[config.mk]
export PLATFORM = sky130hd
export DESIGN_NAME = sponge_ctrl
export DESIGN_NICKNAME = d
export VERILOG_FILES = /design/src/rtl/sponge_ctrl.sv
export SDC_FILE = /design/constraint.sdc
export NUM_CORES = 1
export LEC_CHECK = 0
export BUFFER_PORTS_ARGS = -buffer_cell sky130_fd_sc_hd__buf_4
export CORE_AREA = 2 2 81 67
export CTS_BUF_LIST = sky130_fd_sc_hd__clkbuf_16
export CTS_CLUSTER_SIZE = 14
export DETAILED_ROUTE_END_ITERATION = 10
export DIE_AREA = 0 0 83 69
export PLACE_DENSITY = 0.78
export SYNTH_ARGS = -nofsm -noshare
export SYNTH_HDL_FRONTEND = slang
export SYNTH_SLANG_ARGS = --single-unit
[constraint.sdc]
create_clock -name clk -period 3.7 [get_ports clk]
set_input_delay 0.555 -clock clk [delete_from_list [all_inputs] [get_ports clk]]
set_output_delay 0.555 -clock clk [all_outputs]
set_load 0.01 [all_outputs]
[src/rtl/sponge_ctrl.sv]
// SHAKE256 sponge sequencer: steps the padder and Keccak-f[1600] core through
// absorb, then squeezes OUT_BYTES of output in rate-sized handshaked beats.
module sponge_ctrl #(
  parameter int unsigned RATE_BYTES = 136,
  parameter int unsigned OUT_BYTES  = 64
) (
  input  logic        clk,
  input  logic        reset,
  input  logic        start,
  input  logic        abort,
  output logic        pad_start,
  output logic        next_block,
  input  logic        pad_done,
  input  logic        msg_last_block,
  output logic        state_clear,
  output logic        absorb_en,
  output logic        perm_start,
  input  logic        perm_done,
  output logic        squeeze_valid,
  input  logic        squeeze_ready,
  output logic [7:0]  squeeze_bytes,
  output logic        busy,
  output logic        done,
  output logic [7:0]  block_count,
  output logic [15:0] squeeze_count,
  output logic [2:0]  debug_ctrl_state
);

  localparam int unsigned CW = 16;
  localparam int unsigned BW = 8;
  localparam logic [CW-1:0] OUT_W  = CW'(OUT_BYTES);
  localparam logic [CW-1:0] RATE_W = CW'(RATE_BYTES);

  typedef enum logic [2:0] {
    S_IDLE      = 3'd0,
    S_CLEAR     = 3'd1,
    S_PAD_WAIT  = 3'd2,
    S_ABSORB    = 3'd3,
    S_PERM      = 3'd4,
    S_PERM_WAIT = 3'd5,
    S_SQUEEZE   = 3'd6,
    S_DONE      = 3'd7
  } state_t;

  typedef enum logic {
    PH_ABSORB  = 1'b0,
    PH_SQUEEZE = 1'b1
  } phase_t;

  state_t          r_state;
  phase_t          r_phase;
  logic            r_last;
  logic [BW-1:0]   r_block_count;
  logic [CW-1:0]   r_squeeze_count;
  logic [BW-1:0]   r_squeeze_bytes;
  logic            r_pad_start, r_next_block, r_state_clear, r_absorb_en;
  logic            r_perm_start, r_squeeze_valid, r_busy, r_done;

  state_t          w_next;
  logic            w_start_go, w_pad_accept, w_next_block, w_to_squeeze, w_hs;
  logic [CW-1:0]   w_remaining;
  logic [BW-1:0]   w_beat;

  // Next-state decode; abort overrides every transition and strobe.
  always_comb begin
    w_next       = r_state;
    w_start_go   = 1'b0;
    w_pad_accept = 1'b0;
    w_next_block = 1'b0;
    w_to_squeeze = 1'b0;
    w_hs         = 1'b0;
    w_remaining  = OUT_W - r_squeeze_count;
    w_beat       = (w_remaining > RATE_W) ? BW'(RATE_BYTES) : BW'(w_remaining);
    case (r_state)
      S_IDLE: if (start) begin
        w_next     = S_CLEAR;
        w_start_go = 1'b1;
      end
      S_CLEAR:    w_next = S_PAD_WAIT;
      S_PAD_WAIT: if (pad_done) begin
        w_next       = S_ABSORB;
        w_pad_accept = 1'b1;
      end
      S_ABSORB:   w_next = S_PERM;
      S_PERM:     w_next = S_PERM_WAIT;
      S_PERM_WAIT: if (perm_done) begin
        if (r_phase == PH_ABSORB && !r_last) begin
          w_next       = S_PAD_WAIT;
          w_next_block = 1'b1;
        end else begin
          w_next       = S_SQUEEZE;
          w_to_squeeze = (r_phase == PH_ABSORB);
        end
      end
      S_SQUEEZE: if (r_squeeze_valid && squeeze_ready) begin
        w_hs   = 1'b1;
        w_next = (w_remaining <= RATE_W) ? S_DONE : S_PERM;
      end
      S_DONE:     w_next = S_IDLE;
      default:    w_next = S_IDLE;
    endcase
    if (abort) begin
      w_next       = S_IDLE;
      w_start_go   = 1'b0;
      w_pad_accept = 1'b0;
      w_next_block = 1'b0;
      w_to_squeeze = 1'b0;
      w_hs         = 1'b0;
    end
  end

  // State register; outputs are registered from the next state so they align with it.
  always_ff @(posedge clk) begin
    if (reset) begin
      r_state         <= S_IDLE;
      r_phase         <= PH_ABSORB;
      r_last          <= 1'b0;
      r_block_count   <= '0;
      r_squeeze_count <= '0;
      r_squeeze_bytes <= '0;
      r_pad_start     <= 1'b0;
      r_next_block    <= 1'b0;
      r_state_clear   <= 1'b0;
      r_absorb_en     <= 1'b0;
      r_perm_start    <= 1'b0;
      r_squeeze_valid <= 1'b0;
      r_busy          <= 1'b0;
      r_done          <= 1'b0;
    end else begin
      r_state         <= w_next;
      r_pad_start     <= (w_next == S_CLEAR);
      r_state_clear   <= (w_next == S_CLEAR);
      r_absorb_en     <= (w_next == S_ABSORB);
      r_perm_start    <= (w_next == S_PERM);
      r_squeeze_valid <= (w_next == S_SQUEEZE);
      r_squeeze_bytes <= (w_next == S_SQUEEZE) ? w_beat : '0;
      r_busy          <= (w_next != S_IDLE);
      r_done          <= (w_next == S_DONE);
      r_next_block    <= w_next_block;
      if (w_start_go) begin
        r_block_count   <= '0;
        r_squeeze_count <= '0;
        r_phase         <= PH_ABSORB;
        r_last          <= 1'b0;
      end
      if (w_pad_accept) begin
        r_last <= msg_last_block;
        if (r_block_count != 8'hFF) r_block_count <= r_block_count + 8'd1;
      end
      if (w_to_squeeze) r_phase <= PH_SQUEEZE;
      if (w_hs) r_squeeze_count <= r_squeeze_count + CW'(r_squeeze_bytes);
    end
  end

  assign pad_start        = r_pad_start;
  assign next_block       = r_next_block;
  assign state_clear      = r_state_clear;
  assign absorb_en        = r_absorb_en;
  assign perm_start       = r_perm_start;
  assign squeeze_valid    = r_squeeze_valid;
  assign squeeze_bytes    = r_squeeze_bytes;
  assign busy             = r_busy;
  assign done             = r_done;
  assign block_count      = r_block_count;
  assign squeeze_count    = r_squeeze_count;
  assign debug_ctrl_state = r_state;

endmodule

==> results.cfg, run 1 <==
[synthesis]
synth_top_area_cell = dfxtp_1
synthCells = 325
synth-xor-area-share_pct = 3.67
synth_area_um2 = 2620
synth_top_area_share_pct = 33.6
synth.area.top_cells = dfxtp_1 34%, a21oi_1 5.3%, ha_1 5.2%
synth-async-reset-ratio_pct = 0
yosys.area_share.adder_pct = 6.01
synth_compound_area_share_pct = 19.5
synth_edf_count = 0
synth_top_family_by_area = simple AND/OR/NAND/NOR gates
yosys_warnings = 0
synthSimpleGateAreaFrac_pct = 28.9
muxShareOfSynthArea_pct = 3.01
ys_types = 55
synthFlopType = dfxtp_1
ys_ff_latch = 44
yosysMostFrequentCell = dfxtp_1
synth_seq_area_share_pct = 33.6
syn-num-nets = 345
postSynthAreaPerCell_um2 = 8.07
ys_top_cells_by_count = 44 x dfxtp_1, 34 x nor2_1, 28 x a21oi_1

[power_and_ir_drop]
p_int_uw = 740
switchingPower_uw = 206
seqPwrFrac_pct = 50.9
combPwrFrac_pct = 5.2
p_leak_uw = 0.00134
power_uw = 945
power.share.clock_pct = 43.9
switching_share_pct = 21.8
ir_drop_uv = 246
cellPowerDensity_nw_per_um2 = 301

[floorplanning]
fp.dieW_um = 83
pin_count = 51
floorplan.initialDensity_pct = 53.3
die_area_um2 = 5730
coreArea_um2 = 4920
die_y_um = 69
placementRows = 23

[placement]
gp_congestion = 0.856
dp.final_hpwl_mm = 4.56
place.port_buffers = 50

[routing]
wirelength_mm = 6.29
routed_via_density = 5.79
drc = 0
dr.first_iter.drc_count = 146
wl_per_cell_um = 14.7
first_pass_iters = 4
vias = 2482
drtAntennaViolNets = 0

[clocking]
cts_made_buffers = 5
cts_hold_buf = 0
tritoncts = yes
path_clk_slew_ps = 60
clock_sinks = 44
clock-root-buffer = clkbuf_16
cts_resized = 0
clk_latency_ps = 290
h-tree-depth = 2
cts_setup_buffers = 0
clk_path_buf_depth = 2

[layout]
fillers = 446
multi_input_area_um2 = 1600
seq_area_um2 = 881
syn2layout_area_growth_pct = 19.8
n_antenna_cell = 0
fin_nets = 386
layout-drive-gt1-share_pct = 21.3

[sta]
rsz0062_at_grt = false
setup_viol = 0
relSlewSlack_pct = 56.0
tns_ps = 0
finalMaxSlewViolations = 0
max_freq_mhz = 310
period_minus_slack_ps = 3220
hold_viol = 0
fin_crit_sh_pct = 87.1
finClkSkew_ps = 7.04
tightest_slew_ps = 655

[worst_setup_path]
critPathKind = register to register
worstPathRequired_ps = 3880
reg2reg_from = squeeze_count[1]
worstSetupStartpoint = squeeze_count[1]
cp_max_fo = 9
cp_data_arrival_time_ps = 3400
cp-end-kind = register
critPathLaunchType = register

[global_route]
antenna_found_initial = 0
gr-total-overflow = 0
grt_pass1_vias = 2224
grt_pass1_wl_mm = 10.4
grt_max_degree = 33
grt_usage_pct = 21.8

[hold_path]
min_from = r_phase
hold_class = register to register

[run]
maxCapViolCount = 0

[run_status]
outcome = finished clean
[cells in the final DEF, fill, tap and decap left out, drive strengths merged, types with 7 or more instances in the layout]
master | Yosys | layout
buf | 6 | 52
dfxtp | 44 | 44
nor2 | 34 | 34
a21oi | 28 | 28
nand2 | 27 | 27
inv | 14 | 16
o21ai | 13 | 13
nor3 | 12 | 12
ha | 11 | 11
nand3 | 10 | 10
and3 | 9 | 9
nor4 | 8 | 8
xnor2 | 8 | 8
mux2 | 7 | 7
a22oi | 7 | 7
[layer usage]
| metal | GRT usage (%) | routed length [um] | share of wire, % |
|---|---|---|---|
| met1 | 30.5 | 3020 | 48 |
| met2 | 34.1 | 2820 | 45 |
| met3 | 4.31 | 379 | 6.0 |
| met4 | 6.38 | 71 | 1.1 |
| met5 | 0 | 0 | 0 |
[path summary, 6_finish.rpt]
check | to | slack (ps) | cells past startpoint
max | perm_start | 480 | 9
min | r_phase | 480 | 2
min reg2reg | r_phase | 480 | 2
max reg2reg | perm_start | 480 | 9
[power by group through the flow]
stage,Sequential [uW],Combinational (uW),Clock [uW]
floorplan,492,29.6,0
global placement,491,48.3,0
detailed placement,491,49.5,0
CTS,481,49.7,421
global route,481,53.8,444
finish,481,49.2,415
[sequential cells by signal (all words and copies together) (netlist names)]
name and count:
absorb_en 1, squeeze_bytes 8, done 1, block_count 8, state_clear 1, debug_ctrl_state 3, busy 1, perm_start 1
squeeze_valid 1, squeeze_count 16, next_block 1, r_last 1, r_phase 1
[cells by family (layout without fill, tap and decap cells)]
kind of cell | Yosys count | in the layout
compound gates | 78 | 78
xor+xnor | 11 | 11
fa+ha+maj | 12 | 12
buf+inv | 32 | 74
flops | 44 | 44
mux | 7 | 7
simple gates | 141 | 141
[through the flow]
| stage | setup WS, ps | cells | area (um^2) | hold slack [ps] | util (%) |
|---|---|---|---|---|---|
| 2_1_floorplan | 792 | 325 | 2620 | 443 | - |
| 3_5_place_dp | 548 | 421 | 3000 | 468 | 61.0 |
| 6_report | 477 | 429 | 3140 | 475 | 63.8 |
| 3_3_place_gp | 612 | 421 | 3000 | 459 | 61.0 |
| 5_1_grt | 252 | 429 | 3140 | 499 | 63.8 |
| 4_1_cts | 509 | 429 | 3140 | 477 | 63.8 |
[worst max-delay path: stages, from the launching register on]
cell	delay [ps]
dfxtp_1	400
inv_1	140
ha_1	340
nor3b_1	340
nand4b_1	120
o311ai_0	300
a21oi_1	110
or4_1	700
o32a_4	470
and3_1	190
[layout make-up]
type | count | area share, %
Sequential cell | 44 | 28.0
Multi-Input combinational cell | 249 | 51.0
Inverter | 14 | 1.67
Tap cell | 62 | 2.47
Timing Repair Buffer | 52 | 12.4
Clock inverter | 3 | 0.359
Clock buffer | 5 | 3.98
(Power assumes the default switching activity.)
==> run 2: changes to the inputs <==
- CELL_PAD_IN_SITES_DETAIL_PLACEMENT: not set -> 1
- CELL_PAD_IN_SITES_GLOBAL_PLACEMENT: not set -> 1
- CORE_AREA: 2 2 81 67 -> 2 2 93 77
- DIE_AREA: 0 0 83 69 -> 0 0 95 79
- PLACE_DENSITY: 0.78 -> not set
- PLACE_DENSITY_LB_ADDON: not set -> 0.1
==> run 2 against run 1 <==
Compared with the run above: non-clock buffer count up 3; first-iteration DRC count is 49% lower; die area increased by 31%; critical path type unchanged; largest cell class unchanged.
==> results.cfg, run 2 (synthesis results as in run 1) <==
[clocking]
path_clk_slew_ps = 70
h-tree-depth = 2
cts_made_buffers = 5
cts_resized = 0
cts_hold_buf = 0
clock-root-buffer = clkbuf_16
cts_setup_buffers = 0
tritoncts = yes
clk_latency_ps = 280
clk_path_buf_depth = 2
clock_sinks = 44

[sta]
finClkSkew_ps = 4.84
setup_viol = 0
max_freq_mhz = 301
hold_viol = 0
relSlewSlack_pct = 48.1
rsz0062_at_grt = false
finalMaxSlewViolations = 0
tns_ps = 0
period_minus_slack_ps = 3320
fin_crit_sh_pct = 89.7
tightest_slew_ps = 767

[routing]
dr.first_iter.drc_count = 74
drtAntennaViolNets = 0
drc = 0
vias = 2550
wirelength_mm = 7.49
wl_per_cell_um = 16.4
routed_via_density = 5.58
first_pass_iters = 4

[run_status]
outcome = finished clean

[placement]
gp_congestion = 0.826
dp.final_hpwl_mm = 5.54
place.port_buffers = 50

[layout]
multi_input_area_um2 = 1600
mostFrequentLayoutCells = 55 x buf_4, 44 x dfxtp_1, 34 x nor2_1
seq_area_um2 = 881
n_antenna_cell = 0
fillers = 820
syn2layout_area_growth_pct = 23.1
layout_commonest_cell = buf_4
fin_nets = 389
layout-drive-gt1-share_pct = 22.7
largest_reg_flops = 16

[floorplanning]
pin_count = 51
die_area_um2 = 7510
coreArea_um2 = 6660
fp.dieW_um = 95
die_y_um = 79
floorplan.initialDensity_pct = 39.4
placementRows = 27

[power_and_ir_drop]
power_uw = 1050
cellPowerDensity_nw_per_um2 = 325
ir_drop_uv = 184
p_leak_uw = 0.00137

[global_route]
grt_pass1_vias = 2508
gr-total-overflow = 0
grt_max_degree = 33
antenna_found_initial = 0
grt_usage_pct = 20.9
grt_pass1_wl_mm = 12.5

[worst_setup_path]
cp_max_fo = 9
worstPathRequired_ps = 3880
cp-end-kind = register
critPathKind = register to register
r2r_cells = 9
critPathLaunchType = register
cp_data_arrival_time_ps = 3500

[run]
maxCapViolCount = 0

[hold_path]
hold_depth = 2
hold_class = register to register
run 2: changes by cell type in the layout (fill, tap and decap cells not counted):
cell and change:
buf_4 +3, inv_1 -2, bufinv_16 +1, clkinv_1 -1
clkinvlp_4 +1, inv_6 +1
run 2: final timing paths:
check | start | slack (ps) | to
setup / recovery | squeeze_count[1] | 380 | perm_start
hold / removal | r_phase | 480 | r_phase
setup reg to reg | squeeze_count[1] | 380 | perm_start
hold reg to reg | r_phase | 480 | r_phase
run 2: worst max-delay path: stages (launching register included):
cell and delay (ps):
dfxtp_1 400, inv_1 140, ha_1 350, nor3b_1 360, nand4b_1 130, o311ai_0 350
a21oi_1 110, or4_1 710, o31a_1 460, and3_1 200
run 2: layer usage:
| metal | global-route usage [%] | wire [um] | part of all wire (%) | up-vias |
|---|---|---|---|---|
| met5 | 0 | 0 | 0 | - |
| met4 | 4.49 | 63 | 0.84 | 0 |
| met3 | 3.89 | 274 | 3.7 | 7 |
| met2 | 33.8 | 3460 | 46 | 49 |
| met1 | 29.1 | 3690 | 49 | 1226 |
| li1 | - | - | - | 1268 |
run 2: power breakdown:
part | internal [uW] | switching (uW)
logic | 19.3 | 30.5
clock network | 321 | 199
registers | 477 | 3.65
run 2: through the flow:
| stage | cell area, um^2 | worst slack (ps) | hold WS (ps) | instances | utilization (%) |
|---|---|---|---|---|---|
| after global routing | 3230 | 60.2 | 499 | 457 | 48.5 |
| after CTS | 3230 | 392 | 481 | 457 | 48.5 |
| after detailed placement | 3060 | 415 | 473 | 449 | 45.9 |
| after floorplan | 2620 | 792 | 443 | 325 | - |
| final | 3230 | 381 | 479 | 457 | 48.5 |
| after global placement | 3060 | 592 | 464 | 449 | 45.9 |
run 2: cell type report:
class / count / area share [%]
Clock buffer: 5 / 3.87
Inverter: 14 / 1.63
Clock inverter: 3 / 1.43
Tap cell: 87 / 3.37
Multi-Input combinational cell: 249 / 49.6
Sequential cell: 44 / 27.3
Timing Repair Buffer: 55 / 12.8
